===== config.mk =====
export PLATFORM = sky130hd
export DESIGN_NAME = bsg_fma_int_div
export DESIGN_NICKNAME = d
export VERILOG_FILES = /design/src/rtl/bsg_fma_pkg.sv /design/src/rtl/bsg_fma_div_step.sv /design/src/rtl/bsg_fma_int_div.sv
export SDC_FILE = /design/constraint.sdc
export NUM_CORES = 1
export LEC_CHECK = 0
export ABC_AREA = 1
export BUFFER_PORTS_ARGS = -buffer_cell sky130_fd_sc_hd__buf_2
export CAP_MARGIN = 20
export CORE_ASPECT_RATIO = 0.7
export CORE_MARGIN = 5
export CORE_UTILIZATION = 57
export CTS_CLUSTER_SIZE = 24
export DETAILED_ROUTE_END_ITERATION = 12
export GPL_TIMING_DRIVEN = 0
export MAX_ROUTING_LAYER = met4
export PLACE_DENSITY = 0.77
export SYNTH_ARGS = -nofsm -noshare
export SYNTH_HDL_FRONTEND = slang
export SYNTH_HIERARCHICAL = 1
export SYNTH_SLANG_ARGS = --single-unit
export TNS_END_PERCENT = 10

===== constraint.sdc =====
create_clock -name clk_i -period 4.6 [get_ports clk_i]
set_clock_uncertainty 0.1 [all_clocks]
set_input_delay 0.23 -clock clk_i [delete_from_list [all_inputs] [get_ports clk_i]]
set_output_delay 0.23 -clock clk_i [all_outputs]
set_load 0.05 [all_outputs]

===== src/rtl/bsg_fma_pkg.sv =====
// Shared types for the iterative fma helper blocks.
package bsg_fma_pkg;

  localparam int fma_width_gp = 32;
  localparam int fma_ctr_w_gp = $clog2(fma_width_gp);

  typedef enum logic [1:0] {IDLE, CALC, DONE} fma_state_e;

  // Sign corrections to apply once the unsigned core finishes.
  typedef struct packed {
    logic q_neg;
    logic r_neg;
  } div_sign_s;

endpackage


===== src/rtl/bsg_fma_div_step.sv =====
// One combinational restoring-division step: shift in a dividend bit, try to subtract the divisor.
module bsg_fma_div_step #(
  parameter int width_p = 32
) (
  input  logic [width_p-1:0] rem,
  input  logic               dvd_msb,
  input  logic [width_p-1:0] divisor,
  output logic [width_p-1:0] rem_nxt,
  output logic               q_bit
);

  logic [width_p:0] shifted;
  logic [width_p:0] trial;

  assign shifted = {rem, dvd_msb};
  assign trial   = shifted - {1'b0, divisor};

  // rem < divisor keeps shifted below 2*divisor, so trial's top bit is a clean borrow flag.
  assign q_bit   = ~trial[width_p];
  assign rem_nxt = q_bit ? trial[width_p-1:0] : shifted[width_p-1:0];

endmodule


===== src/rtl/bsg_fma_int_div.sv =====
// Iterative radix-2 restoring divider, one quotient bit per cycle, valid/yumi result handshake.
module bsg_fma_int_div
  import bsg_fma_pkg::*;
#(
  parameter int width_p = 32
) (
  input  logic               clk_i,
  input  logic               reset_n_i,
  input  logic               v_i,
  output logic               ready_o,
  input  logic [width_p-1:0] opA_i,
  input  logic [width_p-1:0] opB_i,
  input  logic               signed_i,
  output logic               v_o,
  input  logic               yumi_i,
  output logic [width_p-1:0] quotient_o,
  output logic [width_p-1:0] remainder_o,
  output logic               div_by_zero_o
);

  localparam int ctr_w_lp = $clog2(width_p);
  localparam logic [ctr_w_lp-1:0] last_lp = ctr_w_lp'(width_p - 1);

  fma_state_e          state;
  logic [ctr_w_lp-1:0] cnt;
  logic [width_p-1:0]  dvd, divisor, rem, quo;
  div_sign_s           sgn;

  logic               sign_a, sign_b;
  logic [width_p-1:0] abs_a, abs_b;
  logic [width_p-1:0] rem_nxt, q_fin, q_out, r_out;
  logic               q_bit;

  assign sign_a = signed_i & opA_i[width_p-1];
  assign sign_b = signed_i & opB_i[width_p-1];
  assign abs_a  = sign_a ? -opA_i : opA_i;
  assign abs_b  = sign_b ? -opB_i : opB_i;

  bsg_fma_div_step #(.width_p(width_p)) step (
    .rem     (rem),
    .dvd_msb (dvd[width_p-1]),
    .divisor (divisor),
    .rem_nxt (rem_nxt),
    .q_bit   (q_bit)
  );

  assign q_fin = {quo[width_p-2:0], q_bit};
  // -2^(w-1)/-1 negates 0x80..0 back onto itself, which is the wanted overflow result.
  assign q_out = sgn.q_neg ? -q_fin : q_fin;
  assign r_out = sgn.r_neg ? -rem_nxt : rem_nxt;

  always_ff @(posedge clk_i or negedge reset_n_i) begin
    if (!reset_n_i) begin
      state         <= IDLE;
      ready_o       <= 1'b1;
      v_o           <= 1'b0;
      quotient_o    <= '0;
      remainder_o   <= '0;
      div_by_zero_o <= 1'b0;
      cnt           <= '0;
      dvd           <= '0;
      divisor       <= '0;
      rem           <= '0;
      quo           <= '0;
      sgn           <= '0;
    end else begin
      case (state)
        IDLE: if (v_i) begin
          sgn     <= '{q_neg: sign_a ^ sign_b, r_neg: sign_a};
          dvd     <= abs_a;
          divisor <= abs_b;
          rem     <= '0;
          quo     <= '0;
          cnt     <= '0;
          ready_o <= 1'b0;
          if (opB_i == '0) begin
            state         <= DONE;
            v_o           <= 1'b1;
            quotient_o    <= '1;
            remainder_o   <= opA_i;
            div_by_zero_o <= 1'b1;
          end else begin
            state <= CALC;
          end
        end
        CALC: begin
          dvd <= {dvd[width_p-2:0], 1'b0};
          rem <= rem_nxt;
          quo <= q_fin;
          cnt <= cnt + ctr_w_lp'(1);
          if (cnt == last_lp) begin
            state         <= DONE;
            v_o           <= 1'b1;
            quotient_o    <= q_out;
            remainder_o   <= r_out;
            div_by_zero_o <= 1'b0;
          end
        end
        DONE: if (yumi_i) begin
          state   <= IDLE;
          v_o     <= 1'b0;
          ready_o <= 1'b1;
        end
        default: state <= IDLE;
      endcase
    end
  end

endmodule


Word-level counts from Yosys, hierarchy flattened
Cells that the tools add are included.

storage, ports and cells
  logic and storage cells = 76
  output and inout port bits = 67
  bits in registers = 203

operators by class
  muxes and demuxes = 35
  reduce and logical (&&, ||, !) cells = 11
  equal/unequal tests = 7
  $add $sub $neg = 6
  bitwise gates (word level) = 4

operators by type and width
  cell                 number
  $mux 32              13
  $pmux 32 s2          4
  $neg 32->32          4
  $pmux 31 s2          1
  $sub 33x32->33       1
  $logic_not 32->1     1
  $pmux 5 s2           1
  $mux 2               4
  $ne 2x2->1 const B   4
  $mux 1               7
  $pmux 2 s3           1
  $reduce_and 3->1     2
  $add 5x1->5 const B  1
  $eq 5x5->1 const B   1
  $mux 5               1
  $reduce_and 5->1     1
  $pmux 1 s2           2
  $reduce_and 2->1     2
  $reduce_and 4->1     1
  $reduce_bool 2->1    2
  $pmux 1 s3           1
  $reduce_bool 3->1    1
  $and 1x1->1          2
  $eq 2x1->1 const B   1
  4 further kinds      4

Depth between registers and ports, before layout
  depth after elaboration = 6
  mapped depth = 28

Hierarchy
Netlist, hierarchy kept.

by module, submodules not included
  module            seq. area each (sq um)  cells each  area an instance (sq um)  instances
  bsg_fma_int_div   5,081.1                 1,759       12,172.9                  1
  bsg_fma_div_step  0.0                     680         3,150.5                   1

Least setup slack after synthesis
OpenSTA, ideal clock, no wires.

  path type = reg-to-reg
  start = register divisor[0]
  end = register remainder_o[26]
  setup slack = 1.312 ns
  arrival = 3.070 ns
  buffers on the path = 1
  cell stages (with the launch flop) = 27
  setup time = 0.118 ns
  clock period less this slack = 3.288 ns
  data required time = 4.382 ns
  path through = dfrtp_1 > ha_1 > fa_1 > inv_1 > nand2_1 > nand2_1 > nand3_1 > nand2_2 > nand2_1 > nand2_2 > nand2_2 > nand3_1 > nand2_4 > buf_4 > nand2_1 > nand2_1 > inv_1 > ha_1 > nand2_1 > nor2_1 > nand2_1 > o21bai_1 > nand2_1 > nand2_1 > nand3_1 > nand2_1 > nand2_1

between the ends
  word-level cells in the longest chain between the ends = 6

ends and longest elaborated chain
  item                      RTL line                text
  start: declaration        bsg_fma_int_div.sv:26   logic [width_p-1:0] dvd, divisor, rem, quo;
  start signal: assignment  bsg_fma_int_div.sv:71   divisor <= abs_b;
  $sub 33x32->33            bsg_fma_div_step.sv:16  assign trial = shifted - {1'b0, divisor};
  $mux 32                   bsg_fma_div_step.sv:20  assign rem_nxt = q_bit ? trial[width_p-1:0] : shifted[width_p-1:0];
  via rem_nxt[1]            bsg_fma_int_div.sv:31   logic [width_p-1:0] rem_nxt, q_fin, q_out, r_out;
  $neg 32->32               bsg_fma_int_div.sv:50   assign r_out = sgn.r_neg ? -rem_nxt : rem_nxt;
  $mux 32                   bsg_fma_int_div.sv:50
  $mux 32                   bsg_fma_int_div.sv:91   if (cnt == last_lp) begin
  $pmux 32 s2               bsg_fma_int_div.sv:67   case (state)
  end signal: assignment    bsg_fma_int_div.sv:80   remainder_o <= opA_i;
  end signal: assignment    bsg_fma_int_div.sv:95   remainder_o <= r_out;
  end: declaration          bsg_fma_int_div.sv:17   output logic [width_p-1:0] remainder_o,

The timed path passes the listed nets, and every way through them passes these cells. The select of a mux whose other input is x is not followed.
A chain may end at the register's enable or synchronous reset.

Worst setup path after layout
  start = register dvd[31]
  end = register remainder_o[30]

between the ends
  word-level cells in the longest chain between the ends = 6

ends and longest elaborated chain
  item                      RTL line                text
  start: declaration        bsg_fma_int_div.sv:26
  start signal: assignment  bsg_fma_int_div.sv:70   dvd <= abs_a;
  start signal: assignment  bsg_fma_int_div.sv:87   dvd <= {dvd[width_p-2:0], 1'b0};
  $sub 33x32->33            bsg_fma_div_step.sv:16
  $mux 32                   bsg_fma_div_step.sv:20
  via rem_nxt[1]            bsg_fma_int_div.sv:31
  $neg 32->32               bsg_fma_int_div.sv:50
  $mux 32                   bsg_fma_int_div.sv:50
  $mux 32                   bsg_fma_int_div.sv:91
  $pmux 32 s2               bsg_fma_int_div.sv:67

The timed path passes the listed nets, and every way through them passes these cells. The select of a mux whose other input is x is not followed.

==> impl_results.html <==
<table>
<tr><th>Metric</th><th>Value</th></tr>
<tr><th colspan="2">Status</th></tr>
<tr><td>Outcome</td><td>finished, final reports clean</td></tr>
<tr><th colspan="2">Logic synthesis</th></tr>
<tr><td>Post-synthesis instance total</td><td>2,439</td></tr>
<tr><td>Post-synthesis instance area</td><td>15,300 sq um</td></tr>
<tr><td>Proportion of synthesized chip area in sequential cells</td><td>33.2%</td></tr>
<tr><td>Number of synthesized flops with an enable pin</td><td>0</td></tr>
<tr><td>Mean Syn Cell Area</td><td>6.28 sq um</td></tr>
<tr><td>Fraction of registers with async set or reset after synthesis</td><td>100%</td></tr>
<tr><td>Ys Warns</td><td>6</td></tr>
<tr><td>Post-synthesis register bit count</td><td>203</td></tr>
<tr><td>Number of distinct library cell variants in the gate-level netlist after synthesis</td><td>54</td></tr>
<tr><td>Post-Synthesis Net Count</td><td>2,547</td></tr>
<tr><td>Primary FF master, synth</td><td>dfrtp_1</td></tr>
<tr><th colspan="2">Critical path</th></tr>
<tr><td>Cell with the biggest individual delay on the critical path</td><td>dfrtp_1</td></tr>
<tr><td>R2R Path End</td><td>remainder_o[30]</td></tr>
<tr><td>Largest stage delay, worst path</td><td>0.49 ns</td></tr>
<tr><td>Reg-to-reg startpoint</td><td>dvd[31]</td></tr>
<tr><td>Family with the most delay on the worst path</td><td>simple AND/OR/NAND/NOR gates</td></tr>
<tr><td>Critical path capture point</td><td>remainder_o[30]</td></tr>
<tr><td>Nature of the critical path endpoint</td><td>flop</td></tr>
<tr><td>Buffering stage count on the worst path with inverters included</td><td>4</td></tr>
<tr><td>WS Path Type</td><td>reg -&gt; reg</td></tr>
<tr><td>Critical path origin</td><td>dvd[31]</td></tr>
<tr><td>CP dominant cell by count</td><td>nand2_1</td></tr>
<tr><td>Setup slack on the worst flop-to-flop path</td><td>0.34 ns</td></tr>
<tr><td>Required arrival time at the worst endpoint</td><td>4.91 ns</td></tr>
<tr><td>R2r worst-path depth</td><td>27</td></tr>
<tr><td>Total number of cells along the worst setup path</td><td>27</td></tr>
<tr><td>Arrival time of the worst setup path</td><td>4.57 ns</td></tr>
<tr><td>Worst-path maximum fanout</td><td>10</td></tr>
<tr><td>Element type at the critical path start</td><td>flop</td></tr>
<tr><th colspan="2">Drt</th></tr>
<tr><td>Ratio of routed vias to standard cells</td><td>5.70</td></tr>
<tr><td>Met3 layer wire length in the routed design</td><td>7450 um</td></tr>
<tr><td>Initial detailed-routing violation count</td><td>2,168</td></tr>
<tr><td>Remaining DRCs</td><td>0</td></tr>
<tr><td>Router iterations before antenna repair</td><td>8</td></tr>
<tr><td>Antenna violation net count after detailed routing</td><td>0</td></tr>
<tr><td>Average wire per standard cell</td><td>18.3 um</td></tr>
<tr><td>Met1 Wirelength</td><td>24,100 um</td></tr>
<tr><td>Highest metal layer used by the detailed router</td><td>met4</td></tr>
<tr><td>Total number of vias</td><td>17,200</td></tr>
<tr><td>Met2 layer wire length in the routed design</td><td>22,300 um</td></tr>
<tr><td>Detailed Route WL</td><td>55,200 um</td></tr>
<tr><th colspan="2">STA</th></tr>
<tr><td>Final worst path period share</td><td>92.6%</td></tr>
<tr><td>RSZ-0062 raised after global routing</td><td>false</td></tr>
<tr><td>Pins over their slew limit</td><td>0</td></tr>
<tr><td>Final setup violation count</td><td>0</td></tr>
<tr><td>Slew margin rel.</td><td>45.8%</td></tr>
<tr><td>Final Hold Fails</td><td>0</td></tr>
<tr><td>Post-route worst setup slack</td><td>0.339 ns</td></tr>
<tr><td>Pin slew with the least headroom to its limit</td><td>0.813 ns</td></tr>
<tr><td>Max Clk Rate</td><td>0.235 GHz</td></tr>
<tr><td>Fin crit period</td><td>4.26 ns</td></tr>
<tr><th colspan="2">Global route</th></tr>
<tr><td>Leftover overflow at the end of global routing</td><td>0</td></tr>
<tr><td>Antenna violations before repair</td><td>0</td></tr>
<tr><td>Pin count of the biggest net entering global routing</td><td>127</td></tr>
<tr><td>All-Layer GR Usage</td><td>36.9%</td></tr>
<tr><td>Number of global-route vias before repair</td><td>16,100</td></tr>
<tr><td>Wire length of the first global-routing pass</td><td>86,500 um</td></tr>
<tr><th colspan="2">Min path</th></tr>
<tr><td>Type of the most critical hold path</td><td>in -&gt; reg</td></tr>
<tr><td>Worst min-delay path startpoint</td><td>opA_i[13]</td></tr>
<tr><th colspan="2">Clock network</th></tr>
<tr><td>CTS Buffer Depth</td><td>3</td></tr>
<tr><td>Clock H-tree levels</td><td>1</td></tr>
<tr><td>Clock tree from TritonCTS</td><td>built</td></tr>
<tr><td>Clock latency at the later pin of the worst-skew pair</td><td>0.54 ns</td></tr>
<tr><td>Clock tree root driver cell</td><td>clkbuf_16</td></tr>
<tr><td>Clk sinks</td><td>203</td></tr>
<tr><td>Postcts setup bufs</td><td>0</td></tr>
<tr><td>TritonCTS Buffers</td><td>22</td></tr>
<tr><td>Clock Pin Slew Worst Setup and Hold Paths</td><td>0.07 ns</td></tr>
<tr><th colspan="2">Floorplan</th></tr>
<tr><td>Overall die width</td><td>206 um</td></tr>
<tr><td>Row count</td><td>50</td></tr>
<tr><td>Initial cell density of the core</td><td>57.6%</td></tr>
<tr><td>DIE AREA</td><td>30,300 sq um</td></tr>
<tr><td>Top Ports</td><td>136</td></tr>
<tr><td>Vertical die dimension</td><td>147 um</td></tr>
<tr><td>Placeable Area</td><td>26,600 sq um</td></tr>
<tr><th colspan="2">Finish</th></tr>
<tr><td>Antenna diode count</td><td>0</td></tr>
<tr><td>Post-layout nets</td><td>2,750</td></tr>
<tr><td>Footprint of the multi-input gates</td><td>8440 sq um</td></tr>
<tr><td>Most common cell after layout, fill and taps aside</td><td>nand2_1</td></tr>
<tr><td>Number of fillers in the final layout</td><td>2,504</td></tr>
<tr><td>Storage element area</td><td>5080 sq um</td></tr>
<tr><td>Share of post-route cells with drive strength above 1</td><td>10.1%</td></tr>
<tr><td>Commonest non-fill, non-tap cells in the layout</td><td>nand2_1 (832), inv_1 (361), nor2_1 (246), nand3_1 (227), dfrtp_1 (202)</td></tr>
<tr><td>Area added between synthesis and finish</td><td>15.3%</td></tr>
<tr><td>Count of placed standard cells in the final layout, fillers left out</td><td>3,022</td></tr>
<tr><td>Post-route design area</td><td>17,700 sq um</td></tr>
<tr><th colspan="2">Placement</th></tr>
<tr><td>DP Area</td><td>16,500 sq um</td></tr>
<tr><td>Placed cell count</td><td>2,939</td></tr>
<tr><td>Worst setup timing slack at the placement stage</td><td>0.398 ns</td></tr>
<tr><td>Port-buffer cells</td><td>135</td></tr>
<tr><td>Post-DP HPWL</td><td>43,100 um</td></tr>
<tr><td>Final RePlAce weighted congestion</td><td>1.04</td></tr>
<tr><th colspan="2">Power</th></tr>
<tr><td>Standby leakage power</td><td>9.44 nW</td></tr>
<tr><td>Total power</td><td>0.0147 W</td></tr>
<tr><td>Maximum vdd drop</td><td>0.470 mV</td></tr>
<tr><td>Power density over cell area</td><td>830 nW/um^2</td></tr>
<tr><th colspan="2">Flow run</th></tr>
<tr><td>Max cap viols</td><td>0</td></tr>
</table>
-- metal layers --
metal  vias up  global-route usage (%)
met4         0                    7.25
met2       998                    51.1
met5         -                       -
met1      7967                    53.4
li1       8131                       -
met3       124                    11.7
-- kinds of logic after synthesis --
| family | after synthesis | synth area share, % |
|---|---|---|
| compound gates | 281 | 10.6 |
| xor+xnor | 32 | 1.83 |
| fa+ha+maj | 39 | 3.23 |
| buf+inv | 447 | 11.8 |
| flops | 203 | 33.2 |
| simple gates | 1437 | 39.3 |
-- stage by stage --
| stage | utilization (%) | TNS (ns) | hold WS (ns) |
|---|---|---|---|
| 2_1_floorplan | - | 0 | -0.166 |
| 3_3_place_gp | 61.9 | -37.94 | 0.360 |
| 3_5_place_dp | 62.0 | 0 | 0.164 |
| 4_1_cts | 66.4 | 0 | 0.0120 |
| 5_1_grt | 66.5 | 0 | 0.0489 |
| 6_report | 66.5 | 0 | 0.0172 |
-- timing repair --
action | in CTS | in global routing
resized for setup | 0 | 1
hold buffers | 43 | 0
endpoints found under the hold margin | 121 | 0
endpoints found under the setup margin | 0 | 1
-- cell usage after synthesis, types with 3 or more instances --
cell / number / share of area, %
nand2_1: 832 / 20
inv_1: 361 / 8.8
nor2_1: 246 / 6.0
nand3_1: 227 / 7.4
dfrtp_1: 202 / 33
o21ai_0: 132 / 4.3
nand4_1: 49 / 2.0
a21oi_1: 46 / 1.5
ha_1: 38 / 3.1
o22ai_1: 35 / 1.4
buf_2: 29 / 0.95
clkbuf_1: 29 / 0.71
xor2_1: 29 / 1.7
nor3_1: 19 / 0.62
or2_2: 16 / 0.65
o21a_1: 14 / 0.69
nand3b_1: 12 / 0.59
buf_6: 11 / 0.81
nand2_2: 10 / 0.41
nor2_2: 10 / 0.41
o211ai_1: 8 / 0.39
o21bai_1: 8 / 0.39
buf_1: 7 / 0.17
a22oi_1: 6 / 0.29
a31oi_1: 5 / 0.20
inv_2: 5 / 0.12
and2_1: 4 / 0.16
o21ai_1: 4 / 0.13
buf_4: 3 / 0.15
o31ai_1: 3 / 0.15
xnor2_1: 3 / 0.17
-- how the worst min path moves through the flow --
stage | to | slack, ns | cells after the start
6_report | dvd[13] | 0.02 | 5
5_1_grt | remainder_o[10] | 0.05 | 5
4_1_cts | remainder_o[10] | 0.01 | 5
3_5_place_dp | remainder_o[30] | 0.16 | 1
3_3_place_gp | remainder_o[30] | 0.36 | 2
2_1_floorplan | cnt[0] | -0.17 | 0
-- where the power goes --
group	internal (W)	total, W	switching [W]
combinational	0.00285	0.0100	0.00717
clock	0.00104	0.00183	0.000788
sequential	0.00240	0.00282	0.000416
total	0.00629	0.0147	0.00837
-- flip-flops by register name, summed over array words and instances (netlist names), 5 cells and up --
name         count
remainder_o     32
quotient_o      32
dvd             32
rem             32
cnt              5
quo             31
divisor         32
-- cell type report --
type	instances	share of cell area (%)
Timing Repair Buffer	179	6.47
Sequential cell	203	28.8
Buffer	79	2.41
Clock buffer	30	3.63
Multi-Input combinational cell	1789	47.8
Clock inverter	10	0.581
Inverter	368	7.82
Tap cell	364	2.58
-- worst register-to-register path, delay by kind of cell (launching register included) --
kind / cells / cell delay (ns)
DFF: 1 / 0.49
buffers and inverters: 4 / 0.51
AOI/OAI and AO/OA: 1 / 0.32
and+or+nand+nor: 19 / 1.85
adders and majority gates: 3 / 0.85
No activity file was read; power rests on OpenSTA's default activity.
